### src/rtl/ss_pkg.sv
// Shared constants and types for the four-digit seven-segment scan controller.
package ss_pkg;

  localparam logic [6:0] SEG_OFF = 7'h7F;
  localparam logic [3:0] AN_OFF  = 4'hF;

  typedef enum logic {PH_DEAD, PH_LIT} phase_t;

  typedef logic [1:0] digit_idx_t;

  // Active-low anode pattern with only the selected digit driven.
  function automatic logic [3:0] an_select(input digit_idx_t idx);
    return ~(4'b0001 << idx);
  endfunction

endpackage

### src/rtl/ss_blink_gen.sv
// Blink phase generator: counts frames and toggles the phase every BLINK_FRAMES frames.
module ss_blink_gen #(
  parameter int BLINK_FRAMES = 64
) (
  input  logic clk,
  input  logic rst,
  input  logic frame_tick,
  output logic blink_phase
);

  localparam int FW = (BLINK_FRAMES > 1) ? $clog2(BLINK_FRAMES) : 1;
  localparam logic [FW-1:0] FRAME_LAST = FW'(BLINK_FRAMES - 1);

  logic [FW-1:0] r_frame_cnt;
  logic          r_phase;

  always_ff @(posedge clk) begin
    if (rst) begin
      r_frame_cnt <= '0;
      r_phase     <= 1'b0;
    end else if (frame_tick) begin
      if (r_frame_cnt == FRAME_LAST) begin
        r_frame_cnt <= '0;
        r_phase     <= ~r_phase;
      end else begin
        r_frame_cnt <= r_frame_cnt + 1'b1;
      end
    end
  end

  assign blink_phase = r_phase;

endmodule

### src/rtl/ss_scan_controller.sv
// Time-multiplexed scan of four common-anode digits with dead time, frame snapshot,
// per-digit blanking, decimal points and blinking; outputs are registered.
module ss_scan_controller
  import ss_pkg::*;
#(
  parameter int DIGIT_CYC    = 25000,
  parameter int DEAD_CYC     = 250,
  parameter int BLINK_FRAMES = 64
) (
  input  logic       clk,
  input  logic       rst,
  input  logic [6:0] seg3,
  input  logic [6:0] seg2,
  input  logic [6:0] seg1,
  input  logic [6:0] seg0,
  input  logic [3:0] dp_en,
  input  logic [3:0] blank_mask,
  input  logic [3:0] blink_en,
  output logic [3:0] an,
  output logic [6:0] seg,
  output logic       dp,
  output logic       frame_start
);

  localparam int CW = $clog2(DIGIT_CYC);
  localparam logic [CW-1:0] CNT_LAST = CW'(DIGIT_CYC - 1);
  localparam logic [CW-1:0] DEAD_LIM = CW'(DEAD_CYC);

  logic [CW-1:0]   r_cnt;
  digit_idx_t      r_idx;
  logic [3:0][6:0] r_snap_seg;
  logic [3:0]      r_snap_dp;
  logic [3:0]      r_snap_blank;
  logic [3:0]      r_snap_blink;
  logic [3:0]      r_an;
  logic [6:0]      r_seg;
  logic            r_dp;
  logic            r_frame_start;

  logic [3:0][6:0] w_seg_in;
  logic [3:0][6:0] w_snap_seg;
  logic [3:0]      w_snap_dp;
  logic [3:0]      w_snap_blank;
  logic [3:0]      w_snap_blink;
  logic            w_cnt_last;
  logic            w_frame_first;
  logic            w_frame_last;
  logic            w_blink_phase;
  logic            w_dark;
  phase_t          w_phase;
  logic [3:0]      w_an_next;
  logic [6:0]      w_seg_next;
  logic            w_dp_next;

  assign w_seg_in      = {seg3, seg2, seg1, seg0};
  assign w_cnt_last    = (r_cnt == CNT_LAST);
  assign w_frame_first = (r_idx == 2'd0) && (r_cnt == '0);
  assign w_frame_last  = (r_idx == 2'd3) && w_cnt_last;
  assign w_phase       = (r_cnt < DEAD_LIM) ? PH_DEAD : PH_LIT;

  // Phase advances on the last cycle of a frame so a whole frame sees one phase.
  ss_blink_gen #(
    .BLINK_FRAMES(BLINK_FRAMES)
  ) u_blink_gen (
    .clk         (clk),
    .rst         (rst),
    .frame_tick  (w_frame_last),
    .blink_phase (w_blink_phase)
  );

  // On the capture cycle the fresh inputs are forwarded so the new frame never mixes snapshots.
  always_comb begin
    w_snap_seg   = w_frame_first ? w_seg_in   : r_snap_seg;
    w_snap_dp    = w_frame_first ? dp_en      : r_snap_dp;
    w_snap_blank = w_frame_first ? blank_mask : r_snap_blank;
    w_snap_blink = w_frame_first ? blink_en   : r_snap_blink;
    w_dark       = w_snap_blank[r_idx] | (w_snap_blink[r_idx] & w_blink_phase);
    w_an_next    = AN_OFF;
    w_seg_next   = SEG_OFF;
    w_dp_next    = 1'b1;
    if ((w_phase == PH_LIT) && !w_dark) begin
      w_an_next  = an_select(r_idx);
      w_seg_next = w_snap_seg[r_idx];
      w_dp_next  = ~w_snap_dp[r_idx];
    end
  end

  always_ff @(posedge clk) begin
    if (rst) begin
      r_cnt         <= '0;
      r_idx         <= 2'd0;
      r_snap_seg    <= {4{SEG_OFF}};
      r_snap_dp     <= 4'b0000;
      r_snap_blank  <= 4'b0000;
      r_snap_blink  <= 4'b0000;
      r_an          <= AN_OFF;
      r_seg         <= SEG_OFF;
      r_dp          <= 1'b1;
      r_frame_start <= 1'b0;
    end else begin
      r_cnt <= w_cnt_last ? '0 : r_cnt + 1'b1;
      if (w_cnt_last) begin
        r_idx <= r_idx + 1'b1;
      end
      if (w_frame_first) begin
        r_snap_seg   <= w_seg_in;
        r_snap_dp    <= dp_en;
        r_snap_blank <= blank_mask;
        r_snap_blink <= blink_en;
      end
      r_an          <= w_an_next;
      r_seg         <= w_seg_next;
      r_dp          <= w_dp_next;
      r_frame_start <= w_frame_first;
    end
  end

  assign an          = r_an;
  assign seg         = r_seg;
  assign dp          = r_dp;
  assign frame_start = r_frame_start;

endmodule

### config.mk
export PLATFORM = sky130hd
export DESIGN_NAME = ss_scan_controller
export DESIGN_NICKNAME = d
export VERILOG_FILES = /design/src/rtl/ss_pkg.sv /design/src/rtl/ss_blink_gen.sv /design/src/rtl/ss_scan_controller.sv
export SDC_FILE = /design/constraint.sdc
export NUM_CORES = 1
export LEC_CHECK = 0
export ABC_AREA = 1
export CORE_AREA = 2 2 82 84
export CTS_CLUSTER_SIZE = 8
export DETAILED_ROUTE_END_ITERATION = 16
export DIE_AREA = 0 0 84 86
export PLACE_DENSITY = 0.84
export SYNTH_ARGS = -nofsm -noshare
export SYNTH_HDL_FRONTEND = slang
export SYNTH_SLANG_ARGS = --single-unit
### constraint.sdc
create_clock -name clk -period 6.1 [get_ports clk]
set_input_delay 1.525 -clock clk [delete_from_list [all_inputs] [get_ports clk]]
set_output_delay 1.525 -clock clk [all_outputs]
set_load 0.05 [all_outputs]
==> summary.txt, run 1 <==
Outcome
  • Status: finished, final reports clean

Pwr
  • Power Density: 251.2 nW/um2
  • Switching power: 288.6 uW
  • Net Sw Frac: 26.88%
  • Internal Power: 785.2 uW
  • Worst IR Drop VDD: 0.2278 mV
  • Power share of the sequential group: 50.9%
  • Clock power share: 32.4%
  • Static Leak: 1.886 nW
  • Comb pwr share: 16.7%

Layout
  • Diode count: 0
  • Fillers: 539
  • Post-route cell area: 4275 um2
  • Final net count: 595
  • Synthesis-to-layout area growth: 18.69%
  • Post-layout util: 68.11%
  • Share of post-route cells with drive strength above 1: 6.909%

GRT
  • Vias in the first global route: 3,083
  • Congestion Overflow GR: 0
  • Met2 Use GR: 40.07%
  • Met1 GRT Util: 27.12%
  • Grt peak-use layer: met2
  • Initial antenna violation count: 0
  • First-pass GRT wire length: 13.28 mm
  • Largest net degree at the start of global routing: 46
  • GRT Total Usage: 22.71%
  • Met3 Usage GRT: 6.449%

Die
  • Core ar.: 6277 um2
  • Die width: 84 um
  • I/O pins: 55
  • Height of the die: 86 um
  • Die ar.: 7224 um2
  • Initial Utilization: 57.38%
  • Row count: 29

Routing
  • 1st-iter DRT viols: 212
  • Vias per inst: 5.383
  • Drt pass-1 iters: 5
  • DR vias: 3,375
  • DRC: 0
  • Wire per inst: 12.82 um
  • Detailed Route WL: 8.037 mm
  • Final ANT Viol Nets: 0

Timing
  • Max-slew headroom: 39.70%
  • Setup Skew: 0.007421 ns
  • Fmax: 245.2 MHz
  • Tightest Pin Transition: 0.9017 ns
  • Fin Hold WS: 0.4725 ns
  • Final setup vio count: 0
  • Setup TNS: 0 ns
  • Final hold violation count: 0
  • Post-layout min period: 4.079 ns
  • PnR worst setup slack: 2.021 ns
  • Final Max Tran Viols: 0
  • RSZ-0062 raised after global routing: no
  • Final period util: 66.86%

Synth
  • Synthesized net count: 552
  • Commonest cells post-synth: 165 x nand2_1, 80 x nand3_1, 77 x dfxtp_1, 37 x inv_1, 32 x nor2_1
  • Sequential cell area fraction in the yosys report: 42.79%
  • Most frequent cell after synthesis: nand2_1
  • Yosys reg bits: 77
  • Syn. warnings: 0
  • Synth Flop Type: dfxtp_1
  • Asr flop ratio synth: 0%
  • Avg Cell Area, Syn: 7.161 um2
  • Post-Syn Instances: 503
  • Synth area leader: dfxtp_1
  • Post-Syn Area: 3602 um2
  • Post-synth EDFFs: 0
  • Top cell type's share of synthesized area: 42.79%
  • Leading post-synthesis cells by cell area: dfxtp_1 43%, nand2_1 17%, nand3_1 11%, inv_1 3.9%, nor2_1 3.3%
  • Synth cell types: 33

Placed design
  • Port bufs: 54
  • Area post-placement: 4098 um2
  • DP HPWL: 5.462 mm
  • DP Worst Slack: 1.833 ns
  • GPL Wtd Cong: 0.8447

Clock network
  • Worst-path clk slew: 0.07 ns
  • H-tree levels: 3
  • CTS tree: done
  • Clk_lat worst skew: 0.34 ns
  • Post_cts resized: 0
  • Root buffer cell: clkbuf_8
  • Clock tree buffer depth: 2
  • CTS Hold Bufs: 0
  • Cts bufs inserted: 9
  • Clock Sink Count: 77
  • # Post-CTS Setup Buffers: 0

Worst setup path
  • Worst EP arrival: 4.26 ns
  • FF-to-FF Start: r_idx[0]
  • WS Path Type: reg2reg
  • CP Max Fanout: 45
  • Crit. End Element: register
  • Worst EP required: 6.28 ns
  • CP startpoint kind: register
  • Critical Path Source: r_idx[0]

Job
  • Max-cap viol count: 0

Worst hold path
  • Hold Path Class: reg2reg
  • Hold path startpoint: r_snap_seg[18]
==> cell type report <==
type | instances | area, um2 | area share (%)
clock buffers | 14 | 172.7 | 4.039
clock inverters | 1 | 5.005 | 0.1171
inverters | 40 | 150.1 | 3.512
multi-input cells | 364 | 1769 | 41.38
flip-flops and latches | 77 | 1541 | 36.06
well taps | 77 | 96.34 | 2.253
repair buffers | 54 | 540.5 | 12.64
==> power groups by stage <==
stage | logic, mW | registers [mW] | clock network [mW]
finish | 0.179 | 0.546 | 0.348
global route | 0.203 | 0.549 | 0.375
CTS | 0.179 | 0.546 | 0.350
detailed placement | 0.176 | 0.558 | 0
global placement | 0.171 | 0.556 | 0
floorplan | 0.132 | 0.557 | 0
==> path summary, 6_finish.rpt <==
kind	slack, ns	depth (start not counted)	end
max	2.02	14	seg[5]
min	0.47	2	r_snap_seg[18]
max reg2reg	2.02	14	seg[5]
min reg2reg	0.47	2	r_snap_seg[18]
==> routing by layer <==
metal | part of all wire, % | up-vias | routed length (um)
li1 | - | 1704 | -
met1 | 45 | 1564 | 3584
met2 | 49 | 98 | 3907
met3 | 5.5 | 9 | 440
met4 | 1.3 | 0 | 105
met5 | 0 | - | 0
==> sequential cells by signal (all words and copies together) (netlist names) <==
name                     cells
an                           4
u_blink_gen.r_frame_cnt      6
u_blink_gen.blink_phase      1
r_snap_dp                    4
dp                           1
frame_start                  1
r_cnt                       15
r_snap_blank                 4
r_snap_blink                 4
r_idx                        2
r_snap_seg                  28
seg                          7
==> logic make-up (layout without fill, tap and decap cells) <==
group | after synthesis | count (layout) | synth area share, %
fa+ha+maj | 7 | 7 | 2.431
compound gates | 31 | 31 | 4.620
simple gates | 321 | 321 | 40.85
flops | 77 | 77 | 42.79
buf+inv | 62 | 109 | 8.093
xor+xnor | 5 | 5 | 1.216
==> through the flow <==
stage | power (mW) | std cells
floorplan | 0.6897 | 503
global placement | 0.7277 | 612
detailed placement | 0.7335 | 612
CTS | 1.075 | 627
global route | 1.128 | 627
finish | 1.074 | 627
==> cells in the final DEF (no fill, tap or decap) <==
cell,netlist,layout
nor3b_1,4,4
nor4_1,1,1
clkinv_2,0,1
ha_1,7,7
a21oi_1,20,20
clkdlybuf4s50_1,0,54
nor2_4,2,2
nor2_1,32,32
clkbuf_1,7,2
nand2_1,165,165
o21bai_1,1,1
o21a_1,1,1
nand2_4,1,1
nand3_2,6,6
a31oi_1,1,1
nor2_2,1,1
dfxtp_1,77,77
inv_1,37,37
nor4_2,1,1
nand2_2,10,10
a211oi_1,1,1
xnor2_1,2,2
or2_2,1,1
nor3_1,5,5
o21ai_0,6,6
nand3b_1,11,11
clkbuf_8,0,12
o211ai_1,1,1
nand4_1,1,1
xor2_1,3,3
inv_2,3,3
nand3_1,80,80
==> worst max-delay path: stages (launching register included) <==
cell	delay [ns]
dfxtp_1	0.87
inv_1	0.59
ha_1	0.40
inv_1	0.06
nor2_1	0.03
nand2_1	0.10
nor2_4	0.11
nand2_4	0.41
inv_2	0.28
nand2_1	0.17
nand2_1	0.07
nor2_1	0.08
nor2_1	0.07
nor2_2	0.49
nand3_1	0.17
Power figures use the tool's default switching activity.
==> inputs of run 2 (changes only) <==
- CORE_AREA: 2 2 82 84 -> 2 2 89 91
- DIE_AREA: 0 0 84 86 -> 0 0 91 93
- PLACE_DENSITY: 0.84 -> 0.75
- clock period: 6.1 -> 3.42 ns (I/O delays scaled with it)
==> summary.txt, run 2 (synthesis gave the netlist of run 1 again) <==
Clock network
  • Root buffer cell: clkbuf_8 (unchanged)
  • CTS tree: done (unchanged)
  • Worst-path clk slew: 0.09 ns (was 0.07 ns)
  • Post_cts resized: 0 (unchanged)
  • H-tree levels: 3 (unchanged)
  • CTS Hold Bufs: 0 (unchanged)
  • Clock Sink Count: 77 (unchanged)
  • Clk_lat worst skew: 0.34 ns (about the same)
  • Clock tree buffer depth: 2 (unchanged)
  • # Post-CTS Setup Buffers: 0 (unchanged)
  • Cts bufs inserted: 9 (unchanged)

Worst setup path
  • Critical Path Slowest Stage Cell: dfxtp_1 (unchanged)
  • CP Max Fanout: 22 (was 45)
  • Crit. End Element: register (unchanged)
  • Worst EP required: 3.61 ns (was 6.28 ns)
  • Crit path max-delay family: simple AND/OR/NAND/NOR gates (unchanged)
  • Worst EP arrival: 2.97 ns (was 4.26 ns)
  • Crit-path max cell delay: 0.65 ns (was 0.87 ns)
  • Worst path bufs/invs: 3 (unchanged)
  • CP startpoint kind: register (unchanged)
  • WS Path Type: reg2reg (unchanged)
  • Critical Path, Cell by Cell: inv_1, ha_1, inv_1, nor2_1, nand2_1, nor2_4, nand2_4, inv_2, nand2_1, nand2_1, nor2_1, nor2_1, nor2_2, nand3_1 (unchanged)

GRT
  • GRT Total Usage: 20.49% (was 22.71%)
  • First-pass GRT wire length: 14.24 mm (was 13.28 mm)
  • Congestion Overflow GR: 0 (unchanged)
  • Initial antenna violation count: 0 (unchanged)
  • Vias in the first global route: 3,217 (was 3,083)
  • Largest net degree at the start of global routing: 29 (was 46)

Timing
  • Final hold violation count: 0 (unchanged)
  • RSZ-0062 raised after global routing: no (unchanged)
  • Tightest Pin Transition: 0.7260 ns (was 0.9017 ns)
  • Final Max Tran Viols: 0 (unchanged)
  • Setup TNS: 0 ns (unchanged)
  • Fmax: 359.9 MHz (was 245.2 MHz)
  • Post-layout min period: 2.779 ns (was 4.079 ns)
  • PnR worst setup slack: 0.6411 ns (was 2.021 ns)
  • Final setup vio count: 0 (unchanged)
  • Setup Skew: 0.009897 ns (was 0.007421 ns)
  • Max-slew headroom: 51.16% (was 39.70%)
  • Final period util: 81.25% (was 66.86%)

Routing
  • DR vias: 3,281 (was 3,375)
  • 1st-iter DRT viols: 155 (was 212)
  • DRC: 0 (unchanged)
  • Drt pass-1 iters: 4 (was 5)
  • Final ANT Viol Nets: 0 (unchanged)
  • Vias per inst: 4.979 (was 5.383)
  • Detailed Route WL: 8.243 mm (was 8.037 mm)
  • Wire per inst: 12.51 um (was 12.82 um)

Placed design
  • Placed Cells incl. Taps: 643 (was 612)
  • GPL Wtd Cong: 0.8574 (was 0.8447)
  • DP Worst Slack: 0.6911 ns (was 1.833 ns)
  • Area post-placement: 4174 um2 (was 4098 um2)
  • Port bufs: 54 (unchanged)
  • DP HPWL: 5.827 mm (was 5.462 mm)

Layout
  • Most frequent cells in the layout: 165 x nand2_1, 80 x nand3_1, 77 x dfxtp_1 (unchanged)
  • Share of post-route cells with drive strength above 1: 8.438% (was 6.909%)
  • Final net count: 601 (was 595)
  • Most common cell after layout, fill and taps aside: nand2_1 (unchanged)
  • Finished Layout Cells: 659 (was 627)
  • Max reg flops: 28 (unchanged)
  • Synthesis-to-layout area growth: 20.74% (was 18.69%)
  • Post-route cell area: 4349 um2 (was 4275 um2)
  • Most flops, register: r_snap_seg (unchanged)
  • Diode count: 0 (unchanged)
  • Fillers: 717 (was 539)

Die
  • Die ar.: 8463 um2 (was 7224 um2)
  • Height of the die: 93 um (was 86 um)
  • Row count: 32 (was 29)
  • Initial Utilization: 47.86% (was 57.38%)
  • Core ar.: 7527 um2 (was 6277 um2)
  • I/O pins: 55 (unchanged)
  • Die width: 91 um (was 84 um)

Outcome
  • Status: finished, final reports clean (unchanged)

Pwr
  • Pwr Total: 1.908 mW (was 1.074 mW)
  • Worst IR Drop VDD: 0.1839 mV (was 0.2278 mV)
  • Power Density: 438.6 nW/um2 (was 251.2 nW/um2)
  • Static Leak: 1.907 nW (was 1.886 nW)

Worst hold path
  • Hold Path Class: reg2reg (unchanged)

Job
  • Max-cap viol count: 0 (unchanged)
-- run 2: layer usage --
layer | global-route usage (%) | vias up | routed length, um
li1 | - | 1707 | -
met1 | 26.61 | 1489 | 3901
met2 | 34.14 | 73 | 3844
met3 | 3.546 | 12 | 363
met4 | 7.955 | 0 | 134
met5 | 0 | - | 0
-- run 2: stage by stage --
step | hold WS, ns | util, %
after floorplan | 0.4373 | -
after global placement | 0.4487 | 55.45
after detailed placement | 0.4535 | 55.45
after CTS | 0.4773 | 57.78
after global routing | 0.4937 | 57.78
final | 0.4745 | 57.78
-- run 2: cell type report --
class,instances,area [um2],area share (%)
Multi-Input combinational cell,364,1769,40.68
Sequential cell,77,1541,35.44
Timing Repair Buffer,60,585.6,13.46
Inverter,40,150.1,3.452
Tap cell,102,127.6,2.934
Clock buffer,9,123.9,2.848
Clock inverter,7,51.30,1.180
-- run 2: report_power, final --
part | switching, mW | leakage (nW) | internal (mW) | total (mW)
combinational | 0.195 | 1.19 | 0.131 | 0.326
sequential | 0.0203 | 0.632 | 0.954 | 0.974
clock | 0.343 | 0.0856 | 0.265 | 0.608
-- run 2: worst paths after layout --
check             depth (start not counted)  slack (ns)             to     startpoint
setup / recovery                         14        0.64         seg[5]       r_idx[1]
hold / removal                            2        0.47  r_snap_seg[2]  r_snap_seg[2]
setup reg to reg                         14        0.64         seg[5]       r_idx[1]
hold reg to reg                           2        0.47  r_snap_seg[2]  r_snap_seg[2]
-- run 2: worst register-to-register path: stages, from the launching register on --
cell     delay [ns]
dfxtp_1        0.65
inv_1          0.13
ha_1           0.22
inv_1          0.06
nor2_1         0.04
nand2_1        0.10
nor2_4         0.11
nand2_4        0.19
inv_2          0.21
nand2_1        0.13
nand2_1        0.05
nor2_1         0.09
nor2_1         0.05
nor2_2         0.46
nand3_1        0.14
